$ cat config.mk
export PLATFORM = sky130hd
export DESIGN_NAME = ws2812_serializer_flat
export DESIGN_NICKNAME = d
export VERILOG_FILES = /design/src/rtl/ws2812_serializer_if.sv /design/src/rtl/ws2812_serializer.sv /design/src/flat_wrapper.sv
export SDC_FILE = /design/constraint.sdc
export NUM_CORES = 1
export LEC_CHECK = 0
export ABC_AREA = 1
export CORE_ASPECT_RATIO = 1.5
export CORE_MARGIN = 4
export CORE_UTILIZATION = 55
export DETAILED_ROUTE_END_ITERATION = 6
export HOLD_SLACK_MARGIN = 0.1
export PLACE_DENSITY = 0.74
export SLEW_MARGIN = 20
export SYNTH_ARGS = -nofsm -noshare
export SYNTH_HDL_FRONTEND = slang
export SYNTH_SLANG_ARGS = --single-unit
export TNS_END_PERCENT = 100
$ cat constraint.sdc
create_clock -name clk -period 3.3 [get_ports clk]
set_clock_uncertainty 0.05 [all_clocks]
set_input_delay 0.99 -clock clk [delete_from_list [all_inputs] [get_ports clk]]
set_output_delay 0.99 -clock clk [all_outputs]
set_load 0.03 [all_outputs]
$ cat src/rtl/ws2812_serializer_if.sv
`default_nettype none
// +----------------------------------------------------------------------+
// | Module : ws2812_serializer_if                                        |
// | Brief  : fader-to-serializer byte handshake (trigger/request/color)  |
// | Rev    : 1.0  initial release                                        |
// +----------------------------------------------------------------------+
interface ws2812_serializer_if;
  logic       trigger;
  logic [7:0] color_in;
  logic       data_request;

  modport master (output trigger, output color_in, input data_request);
  modport slave  (input trigger, input color_in, output data_request);
endinterface
`default_nettype wire

$ cat src/rtl/ws2812_serializer.sv
`default_nettype none
// +----------------------------------------------------------------------+
// | Module : ws2812_serializer                                           |
// | Brief  : pulls bytes from the fader and drives one WS2812 NRZ line,  |
// |          MSB first, closing each frame with a low latch gap.         |
// |          Optional: WS2812_TRIGGER_PENDING_EN queues one frame.       |
// | Rev    : 1.0  initial release                                        |
// +----------------------------------------------------------------------+
module ws2812_serializer #(
  parameter int LED_COUNT    = 8,
  parameter int T0H          = 4,
  parameter int T1H          = 10,
  parameter int TBIT         = 15,
  parameter int RESET_CYCLES = 720,
  parameter int REQ_LATENCY  = 1
) (
  input  wire logic          clk,
  input  wire logic          rst_n,
  ws2812_serializer_if.slave src,
  output logic               ws_out,
  output logic               busy,
  output logic               frame_done
);

  localparam int NBYTES = LED_COUNT * 3;
  localparam int BYTE_W = (NBYTES > 1) ? $clog2(NBYTES) : 1;
  localparam int CYC_W  = $clog2(TBIT);
  localparam int LAT_W  = (RESET_CYCLES > 1) ? $clog2(RESET_CYCLES) : 1;

  localparam logic [1:0] S_IDLE  = 2'd0;
  localparam logic [1:0] S_FETCH = 2'd1;
  localparam logic [1:0] S_SHIFT = 2'd2;
  localparam logic [1:0] S_LATCH = 2'd3;

  logic [1:0]        state_q,    state_d;
  logic [CYC_W-1:0]  cyc_q,      cyc_d;
  logic [2:0]        bit_idx_q,  bit_idx_d;
  logic [BYTE_W-1:0] byte_cnt_q, byte_cnt_d;
  logic [LAT_W-1:0]  latch_q,    latch_d;
  logic [7:0]        shift_q,    shift_d;
  logic [7:0]        next_q,     next_d;
  logic              ws_out_q,   ws_out_d;
  logic              busy_q,     busy_d;
  logic              done_q,     done_d;
  logic              req_q,      req_d;

  logic bit_end, fetch_done, last_byte, latch_end, restart;

  assign bit_end    = (cyc_q == CYC_W'(TBIT - 1));
  assign fetch_done = (cyc_q == CYC_W'(REQ_LATENCY));
  assign last_byte  = (byte_cnt_q == BYTE_W'(NBYTES - 1));
  assign latch_end  = (latch_q == LAT_W'(RESET_CYCLES - 1));

`ifdef WS2812_TRIGGER_PENDING_EN
  logic pend_q, pend_d;

  // A trigger on the final latch cycle counts as well, so it is never lost.
  always_comb begin
    pend_d = pend_q;
    if (src.trigger && (state_q != S_IDLE)) pend_d = 1'b1;
    if ((state_q == S_LATCH) && (state_d == S_FETCH)) pend_d = 1'b0;
  end

  always_ff @(posedge clk or negedge rst_n) begin
    if (!rst_n) pend_q <= 1'b0;
    else        pend_q <= pend_d;
  end

  assign restart = pend_q | src.trigger;
`else
  assign restart = 1'b0;
`endif

  always_ff @(posedge clk or negedge rst_n) begin
    if (!rst_n) begin
      state_q    <= S_IDLE;
      cyc_q      <= '0;
      bit_idx_q  <= '0;
      byte_cnt_q <= '0;
      latch_q    <= '0;
      shift_q    <= '0;
      next_q     <= '0;
      ws_out_q   <= 1'b0;
      busy_q     <= 1'b0;
      done_q     <= 1'b0;
      req_q      <= 1'b0;
    end else begin
      state_q    <= state_d;
      cyc_q      <= cyc_d;
      bit_idx_q  <= bit_idx_d;
      byte_cnt_q <= byte_cnt_d;
      latch_q    <= latch_d;
      shift_q    <= shift_d;
      next_q     <= next_d;
      ws_out_q   <= ws_out_d;
      busy_q     <= busy_d;
      done_q     <= done_d;
      req_q      <= req_d;
    end
  end

  always_comb begin
    state_d = state_q;
    case (state_q)
      S_IDLE:  if (src.trigger) state_d = S_FETCH;
      S_FETCH: if (fetch_done) state_d = S_SHIFT;
      S_SHIFT: if (bit_end && (bit_idx_q == 3'd0) && last_byte) state_d = S_LATCH;
      S_LATCH: if (latch_end) state_d = restart ? S_FETCH : S_IDLE;
      default: state_d = S_IDLE;
    endcase
  end

  always_comb begin
    cyc_d      = cyc_q;
    bit_idx_d  = bit_idx_q;
    byte_cnt_d = byte_cnt_q;
    latch_d    = latch_q;
    shift_d    = shift_q;
    next_d     = next_q;
    case (state_q)
      S_FETCH: begin
        cyc_d = cyc_q + 1'b1;
        if (fetch_done) begin
          shift_d   = src.color_in;
          bit_idx_d = 3'd7;
          cyc_d     = '0;
        end
      end
      S_SHIFT: begin
        cyc_d = cyc_q + 1'b1;
        // Prefetched byte arrives while the current byte's LSB is on the line.
        if ((bit_idx_q == 3'd0) && !last_byte && fetch_done) next_d = src.color_in;
        if (bit_end) begin
          cyc_d = '0;
          if (bit_idx_q == 3'd0) begin
            shift_d   = next_q;
            bit_idx_d = 3'd7;
            if (!last_byte) byte_cnt_d = byte_cnt_q + 1'b1;
          end else begin
            shift_d   = {shift_q[6:0], 1'b0};
            bit_idx_d = bit_idx_q - 3'd1;
          end
        end
      end
      S_LATCH: latch_d = latch_q + 1'b1;
      default: ;
    endcase
    if ((state_d == S_FETCH) && (state_q != S_FETCH)) begin
      cyc_d      = '0;
      byte_cnt_d = '0;
    end
    if ((state_d == S_LATCH) && (state_q != S_LATCH)) latch_d = '0;
  end

  // Outputs are registered from next-state values so the line is glitch-free.
  always_comb begin
    busy_d   = (state_d != S_IDLE);
    req_d    = ((state_d == S_FETCH) && (cyc_d == '0)) ||
               ((state_d == S_SHIFT) && (bit_idx_d == 3'd0) && (cyc_d == '0) &&
                (byte_cnt_d != BYTE_W'(NBYTES - 1)));
    ws_out_d = (state_d == S_SHIFT) &&
               (cyc_d < (shift_d[7] ? CYC_W'(T1H) : CYC_W'(T0H)));
    done_d   = (state_d == S_LATCH) && (latch_d == LAT_W'(RESET_CYCLES - 1));
  end

  assign src.data_request = req_q;
  assign ws_out           = ws_out_q;
  assign busy             = busy_q;
  assign frame_done       = done_q;

endmodule
`default_nettype wire

$ cat src/flat_wrapper.sv
// flat-port wrapper written by rule: the top's interface ports become plain ports
module ws2812_serializer_flat 
#(
  parameter int LED_COUNT    = 8,
  parameter int T0H          = 4,
  parameter int T1H          = 10,
  parameter int TBIT         = 15,
  parameter int RESET_CYCLES = 720,
  parameter int REQ_LATENCY  = 1
)
  (clk, rst_n, ws_out, busy, frame_done, src_trigger, src_color_in, src_data_request);
  ws2812_serializer_if src_i ();
  input  wire logic clk;
  input  wire logic rst_n;
  output logic ws_out;
  output logic busy;
  output logic frame_done;
  input wire logic [$bits(src_i.trigger)-1:0] src_trigger;
  input wire logic [$bits(src_i.color_in)-1:0] src_color_in;
  output wire logic [$bits(src_i.data_request)-1:0] src_data_request;
  assign src_i.trigger = src_trigger;
  assign src_i.color_in = src_color_in;
  assign src_data_request = src_i.data_request;
  ws2812_serializer #(.LED_COUNT(LED_COUNT), .T0H(T0H), .T1H(T1H), .TBIT(TBIT), .RESET_CYCLES(RESET_CYCLES), .REQ_LATENCY(REQ_LATENCY)) u_core (.clk(clk), .rst_n(rst_n), .src(src_i), .ws_out(ws_out), .busy(busy), .frame_done(frame_done));
endmodule
Word level (Yosys, flattened, before mapping). Index checks and enable logic that the tools add are counted.

Register bits: 44. Input bits: 11. Output and inout bits: 4. Logic and storage cells: 80.

Add/subtract/negate cells: 4. Magnitude comparators: 1. Equality and inequality tests: 16. Multiplexer cells: 25. Reductions and logical operators: 22.

Operator list (count): 5-bit two-way mux (5); 8-bit two-way mux (3); 10-bit == test (second input constant) (2); 10-bit two-way mux (2); 4-bit two-way mux (4); 8-bit one-hot mux with 2 select lines (1); 1-bit logical AND (12); 10-bit by 1-bit adder with 10-bit output (second input constant) (1); 3-bit two-way mux (3); 2-bit == test (second input constant) (4); 2-bit two-way mux (4); 2-bit one-hot mux with 4 select lines (1); 4-bit one-hot mux with 2 select lines (1); 3-bit logical NOT (2); 2-bit by 1-bit inequality test with 1-bit output (second input constant) (3); 3-bit one-hot mux with 2 select lines (1); 5-bit by 1-bit adder with 5-bit output (second input constant) (1); 5-bit == test (second input constant) (1); 5-bit inequality test (second input constant) (1); 4-bit by 1-bit adder with 4-bit output (second input constant) (1); 2-bit by 1-bit == test with 1-bit output (second input constant) (2); 4-bit by 1-bit == test with 1-bit output (second input constant) (1); 4-bit == test (second input constant) (1); 4-bit logical NOT (1); other kinds (9) (10).

Logic depth before layout (Yosys ltp). Gate-level depths: netlist of run 1.

Depth in word-level cells: 12. Mapped depth: 16. Depth with buffers taken out: 15.

Worst setup path after synthesis of run 1. Ideal clock, no wire load.

Path kind: input to register. Start: input port src_trigger. End: register u_core.ws_out_q, in the netlist u_core.ws_out. Library setup time: 0.071 ns. Data arrival time: 2.217 ns. Required time: 3.179 ns. Slack: 0.961 ns. Stages: 10. Path buffers: 1. Cells stage by stage: o21ai_0 nand2_4 nand3_2 buf_6 nand2_1 inv_1 ha_1 a21oi_1 nand3_1 nor2_1.

Longest elaborated chain between the ends: 7. Elaborated cells between the ends (all ways): 8. Those cells by class: 1 x order compare; 2 x eq/ne; 3 x mux; 2 x reduce/logical.

RTL lines: start, declared (RTL line flat_wrapper.sv:18) `input wire logic [$bits(src_i.trigger)-1:0] src_trigger;`; 2-bit two-way mux (RTL line ws2812_serializer.sv:105) `S_IDLE: if (src.trigger) state_d = S_FETCH;`; 2-bit one-hot mux with 4 select lines (RTL line ws2812_serializer.sv:104) `case (state_q)`; via u_core.state_d[0] (RTL line ws2812_serializer.sv:35) `logic [1:0] state_q, state_d;`; 2-bit by 1-bit == test with 1-bit output (RTL line ws2812_serializer.sv:148) `if ((state_d == S_FETCH) && (state_q != S_FETCH)) begin`; 1-bit logical AND (RTL line ws2812_serializer.sv:148); 4-bit two-way mux (RTL line ws2812_serializer.sv:148); via u_core.cyc_d[3] (RTL line ws2812_serializer.sv:36) `logic [CYC_W-1:0] cyc_q, cyc_d;`; 4-bit < comparator (RTL line ws2812_serializer.sv:162) `(cyc_d < (shift_d[7] ? CYC_W'(T1H) : CYC_W'(T0H)));`; 1-bit logical AND (RTL line ws2812_serializer.sv:161) `ws_out_d = (state_d == S_SHIFT) &&`; via u_core.ws_out_d (RTL line ws2812_serializer.sv:42) `logic ws_out_q, ws_out_d;`; end signal, assigned (RTL line ws2812_serializer.sv:95) `ws_out_q <= ws_out_d;`; end, declared (RTL line ws2812_serializer.sv:42).

The timed path passes the listed nets, and every way through them passes these cells. A chain may end at the register's enable or synchronous reset.

Worst setup path in the final report of run 1. Same ends and word-level chain as after synthesis.

==> metrics.md, run 1 <==
| Metric | Value |
|---|---|
| Largest net degree at the start of global routing | 45 |
| Sw Share | 20.8% |
| Post-Synthesis Cell Area | 2670 um2 |
| Post-layout min period | 2.63 ns |
| Hold buffers post-CTS | 0 |
| Post-cts sizing count | 0 |
| DP HPWL | 4180 um |
| Startpoint Class | input port |
| Arrival @ worst endpoint | 2.81 ns |
| First-pass GRT wire length | 9490 um |
| CTS max path bufs | 2 |
| Switching pwr | 0.203 mW |
| Synth top area share | 41.3% |
| Antenna-violating nets left | 0 |
| Hold Path Class | register to register |
| GP Congestion | 0.863 |
| Tightest Pin Transition | 0.983 ns |
| Die height | 93.3 um |
| Area after detailed placement | 2850 um2 |
| Die X | 64.9 um |
| Residual DRC | 0 |
| First-pass DRT Iterations | 4 |
| Starting DRT DRC Count | 116 |
| Setup violators final | 0 |
| Synth unique cells | 35 |
| Std-Cell Rows | 30 |
| Beginning of the worst hold path | u_core.next_q[5]$_DFFE_PN0P_ |
| Grt ovf | 0 |
| Status | finished clean |
| Dominant cell type by area after synthesis | dfrtp_1 |
| CP Cell Sequence | clkdlybuf4s50_1 -> o21ai_0 -> nand2_4 -> nand3_2 -> nand2_1 -> inv_1 -> ha_1 -> a21oi_1 -> nand3_1 -> nor2_1 |
| Antenna violations before repair | 0 |
| DIE AREA | 6050 um2 |
| Layout area overhead | 11.0% |
| Htree depth | 2 |
| Synthesis Warnings | 0 |
| Reg area | 1100 um2 |
| Reg2reg end | u_core.ws_out$_DFF_PN0_ |
| Synth Net Count | 367 |
| Drt wl/cell | 13.0 um |
| Pins over their slew limit | 0 |
| Hold depth | 2 |
| Initial Utilization | 57.8% |
| Power share of the clock group | 42.2% |
| Internal power | 0.774 mW |
| Final hold vios | 0 |
| Total power | 0.977 mW |
| Worst setup margin | 0.670 ns |
| Clk_lat worst skew | 0.30 ns |
| Total CTS buffers | 5 |
| Final WL | 5490 um |
| Multi-input gate area | 1300 um2 |
| Vias | 2185 |
| Num Clock Sinks | 44 |
| Finished layout cell area | 2960 um2 |
| Combinational Power Share | 2.5% |
| Largest stage delay, worst path | 0.51 ns |
| Final TNS setup | 0 ns |
| Clk root buf | clkbuf_8 |
| Fillers | 408 |
| PwrDens | 330 nW/um2 |
| Syn_area_per_cell | 7.78 um2 |
| Hold endpoint | u_core.next_q[5]$_DFFE_PN0P_ |
| Delay-heaviest family, CP | simple AND/OR/NAND/NOR gates |
| Vias in the first global route | 2189 |
| Max_cap viols | 0 |
| Core Area | 4620 um2 |
| CTS tree | built |
| Worst-path clk slew | 0.09 ns |
| Final period util | 79.7% |
| CP max-delay cell | clkdlybuf4s50_1 |
| Layout cells sized above 1 | 8.89% |
| Reg2reg path depth | 15 |
| Crit-path max FO | 12 |
| Ports | 15 |
| Buffers and inverters on the worst path | 2 |
| Register area share after synthesis | 41.3% |
| Setup CP Type | input port to register |
| GRT Total Usage | 19.9% |
| Worst Path Required | 3.48 ns |
| Crit. End Element | register |
| FF-to-FF Start | u_core.state_q[0]$_DFF_PN0_ |
| Buffers on Ports | 14 |
| Hold Worst Slack | 0.432 ns |
| RSZ-0062 raised after global routing | no |
| Antenna diodes | 0 |
| Worst slack, placed | 0.357 ns |
| # Post-CTS Setup Buffers | 0 |
| Synth top area cells | dfrtp_1 (41%), nand2_1 (13%), inv_1 (7.7%), ha_1 (6.1%), nor2_1 (4.2%) |
| Reg2Reg Setup Slack | 0.69 ns |
| Sequential Power Share | 55.2% |
| Maximum VDD drop | 0.000249 V |
| Cell leakage power | 1.51 nW |
| DR vias/cell | 5.15 |
| #FFs+latches synth | 44 |
| Cells after Synth | 343 |
| Final #Nets | 383 |
| Fmax | 380 MHz |
| Slew Limit Headroom | 34.4% |
-- cells by family after synthesis --
| family | after synthesis | share of synthesized area, % |
|---|---|---|
| AO/OA/AOI/OAI | 45 | 10.1 |
| XOR/XNOR | 7 | 2.30 |
| multiplexers | 2 | 0.797 |
| flip-flops | 44 | 41.3 |
| buffers and inverters | 63 | 9.94 |
| adder cells (fa/ha/maj) | 13 | 6.10 |
| AND/OR/NAND/NOR | 169 | 29.5 |
-- flip-flops by register name, summed over array words and instances (netlist names) --
register,cells
u_core.state_q,2
u_core.byte_cnt_q,5
u_core.shift_q,8
u_core.frame_done,1
u_core.src.data_request,1
u_core.bit_idx_q,3
u_core.ws_out,1
u_core.busy,1
u_core.latch_q,10
u_core.next_q,8
u_core.cyc_q,4
-- metrics by stage --
stage	util, %	instances
floorplan	-	343
global placement	61.7	416
detailed placement	61.7	416
CTS	64.1	424
global route	64.1	424
finish	64.1	424
-- worst max-delay path by stage --
stage | cells after the start | startpoint | endpoint
after floorplan | 10 | src_trigger | u_core.ws_out$_DFF_PN0_
after global placement | 10 | src_trigger | u_core.ws_out$_DFF_PN0_
after detailed placement | 10 | src_trigger | u_core.ws_out$_DFF_PN0_
after CTS | 10 | src_trigger | u_core.ws_out$_DFF_PN0_
after global routing | 13 | u_core.cyc_q[0]$_DFF_PN0_ | u_core.ws_out$_DFF_PN0_
final | 10 | src_trigger | u_core.ws_out$_DFF_PN0_
-- power groups by stage --
stage          Combinational [mW]  Clock (mW)  Sequential, mW
6_report                   0.0248       0.413           0.539
5_1_grt                    0.0278       0.439           0.540
4_1_cts                    0.0257       0.423           0.540
3_5_place_dp               0.0256           0           0.550
3_3_place_gp               0.0253           0           0.550
2_1_floorplan             0.00151           0           0.550
-- layer usage --
| layer | track usage (%) | vias to the layer above | wire, um |
|---|---|---|---|
| met5 | 0 | - | 0 |
| met2 | 39.1 | 29 | 3100 |
| met1 | 21.1 | 1036 | 2190 |
| met3 | 3.61 | 6 | 147 |
| met4 | 4.76 | 0 | 59 |
| li1 | - | 1114 | - |
-- worst register-to-register path, delay by kind of cell, from the launching register on --
family,cells,cell delay [ns]
DFF,1,0.43
adders and majority gates,2,0.58
buffers and inverters,2,0.19
and+or+nand+nor,10,1.15
AOI/OAI and AO/OA,1,0.16
-- area by class of cell --
cell class	count	share of cell area, %
multi-input combinational	236	44.0
sequential	44	37.2
inverter	58	7.82
timing repair buffer	14	4.56
tap	64	2.70
clock buffer	5	2.32
clock inverter	3	1.44
-- cells in the mapped netlist (all sizes together) --
cell type	count
clkinv	1
inv	56
buf	3
nand3b	1
nor3	5
nand2	99
bufinv	1
o21ai	17
xnor2	2
nor2	35
mux2i	1
o22ai	3
a22oi	1
o211ai	2
nand3	24
a21oi	15
a221oi	6
nand4	5
o2111ai	1
mux2	1
dfrtp	44
ha	13
xor2	5
clkbuf	2
-- placed cells by master (no fill, tap or decap), types with 4 or more instances in the layout --
cell type        count
clkdlybuf4s50_1     13
a221oi_1             6
dfrtp_1             44
clkbuf_8             5
a21oi_1             13
inv_1               55
o21ai_0             16
nand2_1             92
ha_1                13
nor2_1              30
xor2_1               5
nand3_1             21
nand2_2              5
nand4_1              4
Power figures use the tool's default switching activity.
==> run 2, diff against run 1 <==
- clock period: 3.3 -> 2.75 ns (I/O delays scaled with it)
==> run 2 against run 1 <==
Against the previous run: final cell count grew 1.4%; routed wire length about the same; non-clock buffer count grew 6; critical endpoint unchanged; clock power is 19% higher; flip-flop and latch count unchanged; global-route usage grew 0.86 points; final area rose by 1.5%; via count grew 0.59%; combinational power up 25%; critical path depth up 5; sequential power grew 20%; setup slack got worse by 0.41 ns.
==> metrics.md, run 2 (synthesis gave the netlist of run 1 again) <==
| Metric | Value |
|---|---|
| GRT Total Usage | 20.7% (was 19.9%) |
| Reg2reg path depth | 15 (unchanged) |
| Cell leakage power | 1.54 nW (was 1.51 nW) |
| Largest regs | u_core.latch_q x10, u_core.next_q x8, u_core.shift_q x8 (unchanged) |
| Grt ovf | 0 (unchanged) |
| RSZ-0062 raised after global routing | no (unchanged) |
| Initial Utilization | 57.8% (unchanged) |
| PwrDens | 390 nW/um2 (was 330 nW/um2) |
| Vias in the first global route | 2306 (was 2189) |
| Maximum VDD drop | 0.000298 V (was 0.000249 V) |
| # Post-CTS Setup Buffers | 0 (unchanged) |
| Layout cells sized above 1 | 10.4% (was 8.89%) |
| Sw Share | 20.6% (was 20.8%) |
| Num Clock Sinks | 44 (unchanged) |
| Layout area overhead | 12.7% (was 11.0%) |
| Post-cts sizing count | 0 (unchanged) |
| Hold Path Class | register to register (unchanged) |
| GP Congestion | 0.850 (was 0.863) |
| Pins over their slew limit | 0 (unchanged) |
| Combinational Power Share | 2.6% (was 2.5%) |
| DR vias/cell | 5.11 (was 5.15) |
| Antenna violations before repair | 0 (unchanged) |
| Status | finished clean (unchanged) |
| Buffers and inverters on the worst path | 2 (unchanged) |
| Final TNS setup | 0 ns (unchanged) |
| Hold depth | 2 (unchanged) |
| CP Cell Sequence | inv_1 -> ha_1 -> nand4_2 -> nor2_4 -> nand2_2 -> nand2_2 -> nand3_2 -> nand2_4 -> nand3_2 -> nand2_1 -> inv_1 -> ha_1 -> a21oi_1 -> nand3_1 -> nor2_1 (was clkdlybuf4s50_1 -> o21ai_0 -> nand2_4 -> nand3_2 -> nand2_1 -> inv_1 -> ha_1 -> a21oi_1 -> nand3_1 -> nor2_1) |
| Arrival @ worst endpoint | 2.68 ns (was 2.81 ns) |
| Core Area | 4620 um2 (unchanged) |
| Die height | 93.3 um (unchanged) |
| Final #Nets | 389 (was 383) |
| DIE AREA | 6050 um2 (unchanged) |
| Clk_lat worst skew | 0.30 ns (about the same) |
| Sequential Power Share | 55.3% (was 55.2%) |
| Htree depth | 2 (unchanged) |
| Largest net degree at the start of global routing | 45 (unchanged) |
| Finished layout cell area | 3010 um2 (was 2960 um2) |
| Std-Cell Rows | 30 (unchanged) |
| Max_cap viols | 0 (unchanged) |
| Switching pwr | 0.241 mW (was 0.203 mW) |
| Critical path depth | 15 (was 10) |
| Worst Path Required | 2.94 ns (was 3.48 ns) |
| Final WL | 5490 um (about the same) |
| Most frequent cells in the layout | nand2_1 (92), inv_1 (55), dfrtp_1 (44), nor2_1 (30), nand3_1 (21) (unchanged) |
| Residual DRC | 0 (unchanged) |
| Post-layout min period | 2.49 ns |
| Setup CP Type | register to register (was input port to register) |
| CTS max path bufs | 2 (unchanged) |
| Fmax | 401 MHz |
| Setup violators final | 0 (unchanged) |
| Vias | 2198 (was 2185) |
| Worst-path clk slew | 0.09 ns (about the same) |
| CTS tree | built (unchanged) |
| Antenna-violating nets left | 0 (unchanged) |
| Tightest Pin Transition | 0.565 ns (was 0.983 ns) |
| Die X | 64.9 um (unchanged) |
| First-pass DRT Iterations | 4 (unchanged) |
| Buffers on Ports | 14 (unchanged) |
| Delay-heaviest family, CP | simple AND/OR/NAND/NOR gates (unchanged) |
| Largest stage delay, worst path | 0.42 ns (was 0.51 ns) |
| Antenna diodes | 0 (unchanged) |
| DP HPWL | 4220 um (was 4180 um) |
| Commonest non-fill, non-tap cell in the layout | nand2_1 (unchanged) |
| Starting DRT DRC Count | 84 (was 116) |
| CP max-delay cell | dfrtp_1 (was clkdlybuf4s50_1) |
| Internal power | 0.930 mW (was 0.774 mW) |
| Power share of the clock group | 42.1% (was 42.2%) |
| Startpoint Class | register (was input port) |
| Clk root buf | clkbuf_8 (unchanged) |
| Final hold vios | 0 (unchanged) |
| Total CTS buffers | 5 (unchanged) |
| Drt wl/cell | 12.8 um (was 13.0 um) |
| Slew Limit Headroom | 62.3% (was 34.4%) |
| First-pass GRT wire length | 9890 um (was 9490 um) |
| Crit-path max FO | 6 (was 12) |
| Fillers | 412 (was 408) |
| Max reg flops | 10 (unchanged) |
| Most flop-heavy register | u_core.latch_q (unchanged) |
| Crit. End Element | register (unchanged) |
| Ports | 15 (unchanged) |
| Final period util | 90.6% |
| Area after detailed placement | 2890 um2 (was 2850 um2) |
| Hold buffers post-CTS | 0 (unchanged) |
## run 2: worst register-to-register path, stage by stage (launching register included)
cell     delay [ns]
dfrtp_1        0.42
inv_1          0.13
ha_1           0.29
nand4_2        0.14
nor2_4         0.16
nand2_2        0.10
nand2_2        0.07
nand3_2        0.09
nand2_4        0.10
nand3_2        0.12
nand2_1        0.08
inv_1          0.05
ha_1           0.31
a21oi_1        0.15
nand3_1        0.09
nor2_1         0.10
## run 2: layer usage
layer | GRT usage, % | vias up | part of all wire, %
met1 | 21.0 | 1012 | 39
met5 | 0 | - | 0
met3 | 3.49 | 12 | 3.2
li1 | - | 1132 | -
met2 | 40.6 | 42 | 56
met4 | 8.11 | 0 | 2.4
## run 2: through the flow
stage / total power [mW] / hold slack, ns / cells / setup slack (ns) / util [%]
6_report: 1.17 / 0.429 / 430 / 0.259 / 65.1
3_5_place_dp: 0.692 / 0.409 / 422 / 0.0346 / 62.7
2_1_floorplan: 0.662 / 0.392 / 343 / 0.455 / -
3_3_place_gp: 0.692 / 0.403 / 422 / 0.140 / 62.7
4_1_cts: 1.19 / 0.430 / 430 / 0.251 / 65.1
5_1_grt: 1.23 / 0.458 / 430 / 0.0252 / 65.1
## run 2: power by group through the flow
stage,Combinational (mW),Clock [mW],Sequential [mW]
after floorplan,0.00181,0,0.660
after global placement,0.0317,0,0.660
after detailed placement,0.0316,0,0.660
after CTS,0.0318,0.512,0.647
after global routing,0.0346,0.547,0.648
final,0.0309,0.493,0.647
## run 2: area by class of cell
type                            instances  area (um2)  area share (%)
Multi-Input combinational cell        236        1300            43.3
Sequential cell                        44        1100            36.6
Inverter                               58         231            7.70
Timing Repair Buffer                   20         180            6.00
Tap cell                               64        80.1            2.66
Clock buffer                            5        68.8            2.29
Clock inverter                          3        42.5            1.42
## run 2: worst paths after layout
| check | to | startpoint | slack, ns |
|---|---|---|---|
| worst max-delay path | u_core.ws_out$_DFF_PN0_ | u_core.state_q[0]$_DFF_PN0_ | 0.26 |
| worst min-delay path | u_core.next_q[4]$_DFFE_PN0P_ | u_core.next_q[4]$_DFFE_PN0P_ | 0.43 |
| worst max register to register | u_core.ws_out$_DFF_PN0_ | u_core.state_q[0]$_DFF_PN0_ | 0.26 |
| worst min register to register | u_core.next_q[4]$_DFFE_PN0P_ | u_core.next_q[4]$_DFFE_PN0P_ | 0.43 |
| max in group asynchronous | u_core.state_q[0]$_DFF_PN0_ | rst_n | 1.72 |
| min in group asynchronous | u_core.shift_q[1]$_DFFE_PN0P_ | rst_n | 0.54 |
==> run 3, diff against run 2 <==
- SLEW_MARGIN: 20 -> unset
==> results of run 3 <==
Final layout, timing and power as in run 2 (identical DEF).
